--- src/rtl/load_data_extractor_pkg.sv ---
// Shared codes for the load path: access-size encodings, FSM states and the
// captured request payload.
package load_data_extractor_pkg;

  localparam logic [1:0] SIZE_BYTE = 2'b00;
  localparam logic [1:0] SIZE_HALF = 2'b01;
  localparam logic [1:0] SIZE_WORD = 2'b10;

  typedef enum logic [1:0] {
    IDLE  = 2'b00,
    WAIT  = 2'b01,
    RESP  = 2'b10,
    FAULT = 2'b11
  } state_e;

  typedef enum logic {
    CAUSE_ALIGN = 1'b0,
    CAUSE_BUS   = 1'b1
  } fault_cause_e;

  typedef struct packed {
    logic [1:0] size;
    logic       signed_load;
    logic [1:0] addr_lo;
  } load_req_t;

  // Unknown size codes behave as WORD, so they need full alignment.
  function automatic logic is_misaligned(logic [1:0] size, logic [1:0] addr_lo);
    logic bad;
    case (size)
      SIZE_BYTE: bad = 1'b0;
      SIZE_HALF: bad = addr_lo[0];
      default:   bad = (addr_lo != 2'b00);
    endcase
    return bad;
  endfunction

endpackage

--- src/rtl/load_data_extractor_if.sv ---
// Request/memory/writeback signal bundle of the load data extractor.
interface load_data_extractor_if;

  logic        load_req;
  logic [1:0]  size;
  logic        signed_load;
  logic [1:0]  addr_lo;
  logic [31:0] mem_rdata;
  logic        mem_ready;
  logic        mem_rd_en;
  logic        busy;
  logic        load_valid;
  logic [31:0] load_data;
  logic        align_fault;
  logic        bus_fault;

  // Requester / memory model side.
  modport master (
    output load_req, size, signed_load, addr_lo, mem_rdata, mem_ready,
    input  mem_rd_en, busy, load_valid, load_data, align_fault, bus_fault
  );

  // Load extractor side.
  modport slave (
    input  load_req, size, signed_load, addr_lo, mem_rdata, mem_ready,
    output mem_rd_en, busy, load_valid, load_data, align_fault, bus_fault
  );

endinterface

--- src/rtl/load_lane_extract.sv ---
// Selects the addressed byte/halfword lane of a 32-bit read word and
// zero- or sign-extends it to 32 bits.
module load_lane_extract
  import load_data_extractor_pkg::*;
(
  input  logic [31:0] rdata,
  input  logic [1:0]  size,
  input  logic [1:0]  addr_lo,
  input  logic        signed_load,
  output logic [31:0] result
);

  logic [7:0]  byte_sel;
  logic [15:0] half_sel;

  always_comb begin
    byte_sel = 8'h00;
    half_sel = 16'h0000;
    result   = rdata;

    case (addr_lo)
      2'd0:    byte_sel = rdata[7:0];
      2'd1:    byte_sel = rdata[15:8];
      2'd2:    byte_sel = rdata[23:16];
      default: byte_sel = rdata[31:24];
    endcase

    half_sel = addr_lo[1] ? rdata[31:16] : rdata[15:0];

    case (size)
      SIZE_BYTE: result = {{24{signed_load & byte_sel[7]}}, byte_sel};
      SIZE_HALF: result = {{16{signed_load & half_sel[15]}}, half_sel};
      default:   result = rdata;
    endcase
  end

endmodule

--- src/rtl/load_data_extractor.sv ---
// Load-side memory sequencer: accepts one load at a time, strobes data memory
// with a timeout, and returns the extended lane with a one-cycle valid pulse.
module load_data_extractor
  import load_data_extractor_pkg::*;
#(
  parameter int unsigned TIMEOUT_CYCLES = 16,
  parameter int unsigned CNT_W          = 5
) (
  input  logic                   clk,
  input  logic                   reset,
  load_data_extractor_if.slave   bus
);

  localparam logic [CNT_W-1:0] CNT_LAST = CNT_W'(TIMEOUT_CYCLES - 1);

  state_e           state_q, state_d;
  logic [CNT_W-1:0] cnt_q, cnt_d;
  load_req_t        req_q, req_d;
  fault_cause_e     cause_q, cause_d;
  logic [31:0]      data_q, data_d;

  logic             rd_en_q, rd_en_d;
  logic             busy_q, busy_d;
  logic             valid_q, valid_d;
  logic             align_q, align_d;
  logic             bfault_q, bfault_d;

  logic [31:0]      extract_result;

  load_lane_extract u_extract (
    .rdata       (bus.mem_rdata),
    .size        (req_q.size),
    .addr_lo     (req_q.addr_lo),
    .signed_load (req_q.signed_load),
    .result      (extract_result)
  );

  // State and registered outputs; reset drops any in-flight load silently.
  always_ff @(posedge clk) begin
    if (reset) begin
      state_q  <= IDLE;
      cnt_q    <= '0;
      req_q    <= '0;
      cause_q  <= CAUSE_ALIGN;
      data_q   <= 32'h0;
      rd_en_q  <= 1'b0;
      busy_q   <= 1'b0;
      valid_q  <= 1'b0;
      align_q  <= 1'b0;
      bfault_q <= 1'b0;
    end else begin
      state_q  <= state_d;
      cnt_q    <= cnt_d;
      req_q    <= req_d;
      cause_q  <= cause_d;
      data_q   <= data_d;
      rd_en_q  <= rd_en_d;
      busy_q   <= busy_d;
      valid_q  <= valid_d;
      align_q  <= align_d;
      bfault_q <= bfault_d;
    end
  end

  // Next state; outputs are decoded from the next state so they register
  // in step with the state they describe.
  always_comb begin
    state_d = state_q;
    cnt_d   = cnt_q;
    req_d   = req_q;
    cause_d = cause_q;
    data_d  = data_q;

    case (state_q)
      IDLE: begin
        if (bus.load_req) begin
          req_d.size        = bus.size;
          req_d.signed_load = bus.signed_load;
          req_d.addr_lo     = bus.addr_lo;
          if (is_misaligned(bus.size, bus.addr_lo)) begin
            cause_d = CAUSE_ALIGN;
            state_d = FAULT;
          end else begin
            cnt_d   = '0;
            state_d = WAIT;
          end
        end
      end
      WAIT: begin
        // A ready response wins over a timeout in the same cycle.
        if (bus.mem_ready) begin
          data_d  = extract_result;
          state_d = RESP;
        end else if (cnt_q == CNT_LAST) begin
          cause_d = CAUSE_BUS;
          state_d = FAULT;
        end else begin
          cnt_d = cnt_q + CNT_W'(1);
        end
      end
      RESP:    state_d = IDLE;
      FAULT:   state_d = IDLE;
      default: state_d = IDLE;
    endcase

    rd_en_d  = (state_d == WAIT);
    busy_d   = (state_d != IDLE);
    valid_d  = (state_d == RESP);
    align_d  = (state_d == FAULT) && (cause_d == CAUSE_ALIGN);
    bfault_d = (state_d == FAULT) && (cause_d == CAUSE_BUS);
  end

  assign bus.mem_rd_en   = rd_en_q;
  assign bus.busy        = busy_q;
  assign bus.load_valid  = valid_q;
  assign bus.load_data   = data_q;
  assign bus.align_fault = align_q;
  assign bus.bus_fault   = bfault_q;

endmodule
--- src/flat_wrapper.sv ---
// flat-port wrapper written by rule: the top's interface ports become plain ports
module load_data_extractor_flat import load_data_extractor_pkg::*;
#(
  parameter int unsigned TIMEOUT_CYCLES = 16,
  parameter int unsigned CNT_W          = 5
)
  (clk, reset, bus_load_req, bus_size, bus_signed_load, bus_addr_lo, bus_mem_rdata, bus_mem_ready, bus_mem_rd_en, bus_busy, bus_load_valid, bus_load_data, bus_align_fault, bus_bus_fault);
  load_data_extractor_if bus_i ();
  input  logic clk;
  input  logic reset;
  input wire logic [$bits(bus_i.load_req)-1:0] bus_load_req;
  input wire logic [$bits(bus_i.size)-1:0] bus_size;
  input wire logic [$bits(bus_i.signed_load)-1:0] bus_signed_load;
  input wire logic [$bits(bus_i.addr_lo)-1:0] bus_addr_lo;
  input wire logic [$bits(bus_i.mem_rdata)-1:0] bus_mem_rdata;
  input wire logic [$bits(bus_i.mem_ready)-1:0] bus_mem_ready;
  output wire logic [$bits(bus_i.mem_rd_en)-1:0] bus_mem_rd_en;
  output wire logic [$bits(bus_i.busy)-1:0] bus_busy;
  output wire logic [$bits(bus_i.load_valid)-1:0] bus_load_valid;
  output wire logic [$bits(bus_i.load_data)-1:0] bus_load_data;
  output wire logic [$bits(bus_i.align_fault)-1:0] bus_align_fault;
  output wire logic [$bits(bus_i.bus_fault)-1:0] bus_bus_fault;
  assign bus_i.load_req = bus_load_req;
  assign bus_i.size = bus_size;
  assign bus_i.signed_load = bus_signed_load;
  assign bus_i.addr_lo = bus_addr_lo;
  assign bus_i.mem_rdata = bus_mem_rdata;
  assign bus_i.mem_ready = bus_mem_ready;
  assign bus_mem_rd_en = bus_i.mem_rd_en;
  assign bus_busy = bus_i.busy;
  assign bus_load_valid = bus_i.load_valid;
  assign bus_load_data = bus_i.load_data;
  assign bus_align_fault = bus_i.align_fault;
  assign bus_bus_fault = bus_i.bus_fault;
  load_data_extractor #(.TIMEOUT_CYCLES(TIMEOUT_CYCLES), .CNT_W(CNT_W)) u_core (.clk(clk), .reset(reset), .bus(bus_i));
endmodule
--- config.mk ---
export PLATFORM = sky130hd
export DESIGN_NAME = load_data_extractor_flat
export DESIGN_NICKNAME = d
export VERILOG_FILES = /design/src/rtl/load_data_extractor_pkg.sv /design/src/rtl/load_data_extractor_if.sv /design/src/rtl/load_lane_extract.sv /design/src/rtl/load_data_extractor.sv /design/src/flat_wrapper.sv
export SDC_FILE = /design/constraint.sdc
export NUM_CORES = 1
export LEC_CHECK = 0
export ABC_AREA = 1
export BUFFER_PORTS_ARGS = -buffer_cell sky130_fd_sc_hd__buf_4
export CAP_MARGIN = 40
export CORE_UTILIZATION = 35
export DETAILED_ROUTE_END_ITERATION = 16
export GPL_TIMING_DRIVEN = 0
export PLACE_DENSITY = 0.59
export SLEW_MARGIN = 20
export SYNTH_ARGS = -nofsm -noshare
export SYNTH_HDL_FRONTEND = slang
export SYNTH_SLANG_ARGS = --single-unit
--- constraint.sdc ---
create_clock -name clk -period 4.15 [get_ports clk]
set_clock_uncertainty 0.15 [all_clocks]
set_input_delay 0.415 -clock clk [delete_from_list [all_inputs] [get_ports clk]]
set_output_delay 0.415 -clock clk [all_outputs]
set_load 0.05 [all_outputs]
* After elaboration in Yosys (flattened, before gate mapping)
Index checks and enable logic that the tools add are counted.
** Word-level totals
- Flip-flop bits (word level) :: 50
- Logic and storage cells :: 65
- Output and inout bits :: 37
- Input bits :: 41
** Cells by class
- Add/sub/neg operators :: 1
- Bitwise gates (word level) :: 3
- Equality and inequality tests :: 15
- Multiplexer cells :: 21
- Reduce and logical (&&, ||, !) cells :: 13
** Operator list (count)
- 32-bit one-hot mux with 2 select lines :: 1
- 8-bit one-hot mux with 3 select lines :: 1
- 5-bit two-way mux :: 4
- 16-bit two-way mux :: 1
- 2-bit by 1-bit equality test with 1-bit output (second input constant) :: 5
- 2-bit equality test (second input constant) :: 5
- 5-bit one-hot mux with 2 select lines :: 1
- 2-bit logical NOT :: 4
- 2-bit two-way mux :: 4
- 2-bit != test (second input constant) :: 4
- 1-bit two-way mux :: 6
- 2-bit one-hot mux with 3 select lines :: 1
- 2-bit nonzero test :: 3
- 5-bit by 1-bit adder with 5-bit output (second input constant) :: 1
- 5-bit by 4-bit equality test with 1-bit output (second input constant) :: 1
- 5-bit AND reduction :: 1
- 1-bit one-hot mux with 2 select lines :: 2
- 2-bit AND reduction :: 2
- 1-bit bitwise AND :: 2
- 1-bit logical AND :: 2
- 2-bit OR reduction :: 1
- 1-bit inverter :: 1

* Depth between registers and ports, before layout
- Depth after elaboration :: 9
- Gate-level depth with buffers :: 10
- Depth with buffers taken out :: 10

* Hierarchy
From an unflattened synthesis, not the netlist that was laid out.
** Second synthesis, totals
- Cell total of the unflattened synthesis :: 394
- Area total of the unflattened synthesis :: 2655.0 µm²
** By module, submodules not included
- load_data_extractor :: cells each 238, times used 1, area an instance 1921.8 µm², seq. area each 980.9 µm²
- load_lane_extract :: cells each 156, times used 1, area an instance 733.2 µm², seq. area each 0.0 µm²

* Worst setup path after synthesis
No wires, ideal clock.
- Kind :: register to register
- Start point :: register u_core.cnt_q[0]
- End point :: register u_core.cnt_q[4]
- Cell stages (with the launch flop) :: 9
- Path slack :: 2.374 ns
- Arrival :: 1.496 ns
- Setup time :: 0.130 ns
- Cell sequence :: dfxtp_1 ha_1 nand2_1 nor2_1 ha_1 o21ai_0 nand3_1 o21ai_0 nor2_1
** Between the ends
- Cells in the longest elaborated chain, start to end :: 4
- Elaborated cells on any way between the ends :: 7
- Those cells by class :: add/sub (1); eq/ne (2); mux (3); reduce/logical (1)
** Ends and longest elaborated chain
- start: declaration :: line load_data_extractor.sv:17 : logic [CNT_W-1:0] cnt_q, cnt_d;
- start signal: assignment :: line load_data_extractor.sv:53 : cnt_q <= cnt_d;
- 5-bit by 1-bit adder with 5-bit output :: line load_data_extractor.sv:98 : cnt_d = cnt_q + CNT_W'(1);
- 5-bit two-way mux :: line load_data_extractor.sv:94 : end else if (cnt_q == CNT_LAST) begin
- 5-bit two-way mux :: line load_data_extractor.sv:91 : if (bus.mem_ready) begin
- 5-bit one-hot mux with 2 select lines :: line load_data_extractor.sv:74 : case (state_q)
Several ways; a longest one is shown, not always the timed one. The select of a mux whose other input is x is not followed.
A chain may end at the register's enable or synchronous reset.

* Final worst setup path
Same ends and word-level chain as after synthesis.

==> flow_summary.json <==
{
  "htree_levels": 2,
  "vias_per_cell": 4.754,
  "cts_setup_buffers": 0,
  "clk_pin_slew_ns": 0.10,
  "synth_cell_types": 28,
  "ios": 78,
  "instances_no_fill": 573,
  "cp.buffers_inverters": 0,
  "drc": 0,
  "grt_pass1_wl_um": 11720,
  "synth_area_mm2": 0.002600,
  "overflow": 0,
  "fin_nets": 516,
  "clkSinkCount": 49,
  "relSlewSlack": 0.6492,
  "clk_path_buf_depth": 2,
  "vias": 2724,
  "core_mm2": 0.007214,
  "fp.dieW_um": 88.19,
  "cts_hold_buf": 0,
  "rows": 31,
  "critPathSlowestCell": "dfxtp_1",
  "rsz0062_at_grt": "no",
  "drv_slew": 0,
  "grt_max_degree": 16,
  "worst_slack_ns": 2.133,
  "cellPowerDensity_mw_per_mm2": 364.2,
  "grt_pass1_vias": 2503,
  "synth_fp_nets": 433,
  "power.total_mw": 1.249,
  "cts_resized": 0,
  "area_growth_pct": 31.86,
  "cts_root_buf": "clkbuf_8",
  "drive_gt1_frac": 0.2405,
  "hold_class": "in2reg",
  "startpoint_type": "flop",
  "tightestPinTransition_ns": 0.5262,
  "multiInputGateArea_mm2": 0.001295,
  "min_period_ns": 2.017,
  "p_leak_nw": 1.728,
  "dpl.hpwl_um": 5676,
  "clock_latency_ns": 0.31,
  "synth_cells": 390,
  "critPathRequiredTime_ns": 4.19,
  "place_congestion": 0.8605,
  "antenna_cells": 0,
  "wl_per_cell_um": 13.02,
  "criticalPathCategory": "reg2reg",
  "drt_pre_antenna_iters": 4,
  "initial_core_util": 0.3604,
  "die_h_um": 88.19,
  "cp.arrival_ns": 2.06,
  "cts-buffers-inserted": 5,
  "ys_warn_count": 0,
  "die_area_mm2": 0.007777,
  "setup-tns-final_ns": 0,
  "finalSetupViolCount": 0,
  "routed_wl_um": 7460,
  "worst_path_dominant_cell_family": "compound AO/OA/AOI/OAI gates",
  "place_ws_ns": 2.140,
  "placed_cells": 565,
  "maxCapViolCount": 0,
  "seq_area_um2": 980.9,
  "fin_crit_sh": 0.4859,
  "ant_nets": 0,
  "synth.avg_cell_area_um2": 6.667,
  "hold_violations": 0,
  "irDropWorstVdd_uv": 136.7,
  "synth-seq-cells": 49,
  "cts_tree": "yes",
  "yosysSeqAreaShare": 0.3773,
  "fmax_ghz": 0.4959,
  "globalRouteTotalUtil": 0.1966,
  "path_max_fanout": 7,
  "drt_iter0_markers": 149,
  "status": "complete, no violations",
  "antenna_found_initial": 0,
  "critPathMaxStageDelay_ns": 0.36,
  "cp-end-kind": "flop",
  "crit_chain": "ha_1 -> nand2_1 -> nor2_1 -> ha_1 -> o21ai_0 -> nand3_1 -> o21ai_0 -> nor2_1",
  "nFillCells": 774,
  "port_buffers": 76
}
-- per-stage QoR --
stage            util  cell area, µm²  hold WS, ns
2_1_floorplan       -            2600       0.3082
3_3_place_gp   0.4566            3294       0.3069
3_5_place_dp   0.4566            3294       0.3110
4_1_cts        0.4752            3428       0.1300
5_1_grt        0.4752            3428       0.1232
6_report       0.4752            3428       0.1293
-- cell type report --
class / instances / share of cell area
sequential: 49 / 0.2861
inverter: 56 / 0.06131
clock buffer: 5 / 0.02007
buffer: 22 / 0.03321
tap: 99 / 0.03613
multi-input combinational: 263 / 0.3777
timing repair buffer: 76 / 0.1664
clock inverter: 3 / 0.01898
-- cells in the final DEF (no fill, tap or decap), types with 2 or more instances in the layout --
master	count
buf_1	2
nand3_2	2
nand3_1	30
buf_4	77
a21oi_1	48
clkbuf_8	5
ha_1	2
o21a_1	16
clkbuf_1	7
inv_1	52
bufinv_16	2
nand4_1	2
buf_2	10
o21ai_0	32
inv_2	4
nand2_1	92
buf_6	2
a21oi_2	6
dfxtp_1	49
nor2_1	23
-- path summary, 6_finish.rpt --
check | slack, ns | from | to | cells after the start
setup / recovery | 2.13 | u_core.cnt_q[0]$_SDFFE_PP0P_ | u_core.cnt_q[4]$_SDFFE_PP0P_ | 8
setup reg to reg | 2.13 | u_core.cnt_q[0]$_SDFFE_PP0P_ | u_core.cnt_q[4]$_SDFFE_PP0P_ | 8
hold reg to reg | 0.32 | u_core.bus.load_data[2]$_SDFFE_PP0P_ | u_core.bus.load_data[2]$_SDFFE_PP0P_ | 2
hold / removal | 0.13 | bus_mem_ready | u_core.bus.bus_fault$_SDFF_PP0_ | 2
-- worst reg2reg max path, cell delays in order (launching register included) --
cell and delay (ns):
dfxtp_1 0.36, ha_1 0.22, nand2_1 0.09, nor2_1 0.05, ha_1 0.18, o21ai_0 0.27, nand3_1 0.29, o21ai_0 0.23
nor2_1 0.05
-- sequential cells by signal, summed over array words and instances, names as in the netlist --
register and flops:
u_core.bus.mem_rd_en 1, u_core.bus.bus_fault 1, u_core.state_q 2, u_core.bus.load_data 32
u_core.bus.align_fault 1, u_core.cnt_q 5, u_core.bus.load_valid 1, u_core.req_q 5
u_core.bus.busy 1
-- power by group --
part           total, mW  internal, mW  switching [mW]  leakage, nW
Sequential         0.515         0.499          0.0166        0.400
Combinational      0.324         0.110           0.214         1.26
Clock              0.409         0.240           0.170       0.0681
Total               1.25         0.848           0.400         1.73
-- routing by layer --
layer	wire length (µm)	GRT usage
met1	3686	0.2756
met2	3363	0.3028
met3	338	0.03770
met4	72	0.06305
met5	0	0
-- Yosys cell counts --
library cell,number,area [µm²]
nor3_1,1,5.000
nor3b_1,1,7.510
buf_2,10,50.05
nand2_2,1,6.260
or2_2,1,6.260
nand3_2,2,20.02
nand2_1,92,345.3
o21ai_0,32,160.2
a21oi_1,48,240.2
dfxtp_1,49,980.9
nor2_4,1,11.26
ha_1,2,25.02
o21a_1,16,120.1
buf_6,2,22.52
o21ai_1,1,5.000
inv_1,52,195.2
a21oi_2,6,52.55
nor2_8,1,20.02
inv_2,4,15.01
nand3_1,30,150.1
o21bai_1,1,7.510
nor2_2,1,6.260
buf_1,2,7.510
clkbuf_1,7,26.28
o211ai_1,1,7.510
nand4_1,2,12.51
nor2_1,23,86.33
buf_4,1,7.510
-- cell families after synthesis --
group,count (synthesis),share of synthesized area
DFF,49,0.3773
adders and majority gates,2,0.009623
buffers and inverters,78,0.1246
and+or+nand+nor,156,0.2603
AOI/OAI and AO/OA,105,0.2281
Power figures use the tool's default switching activity.
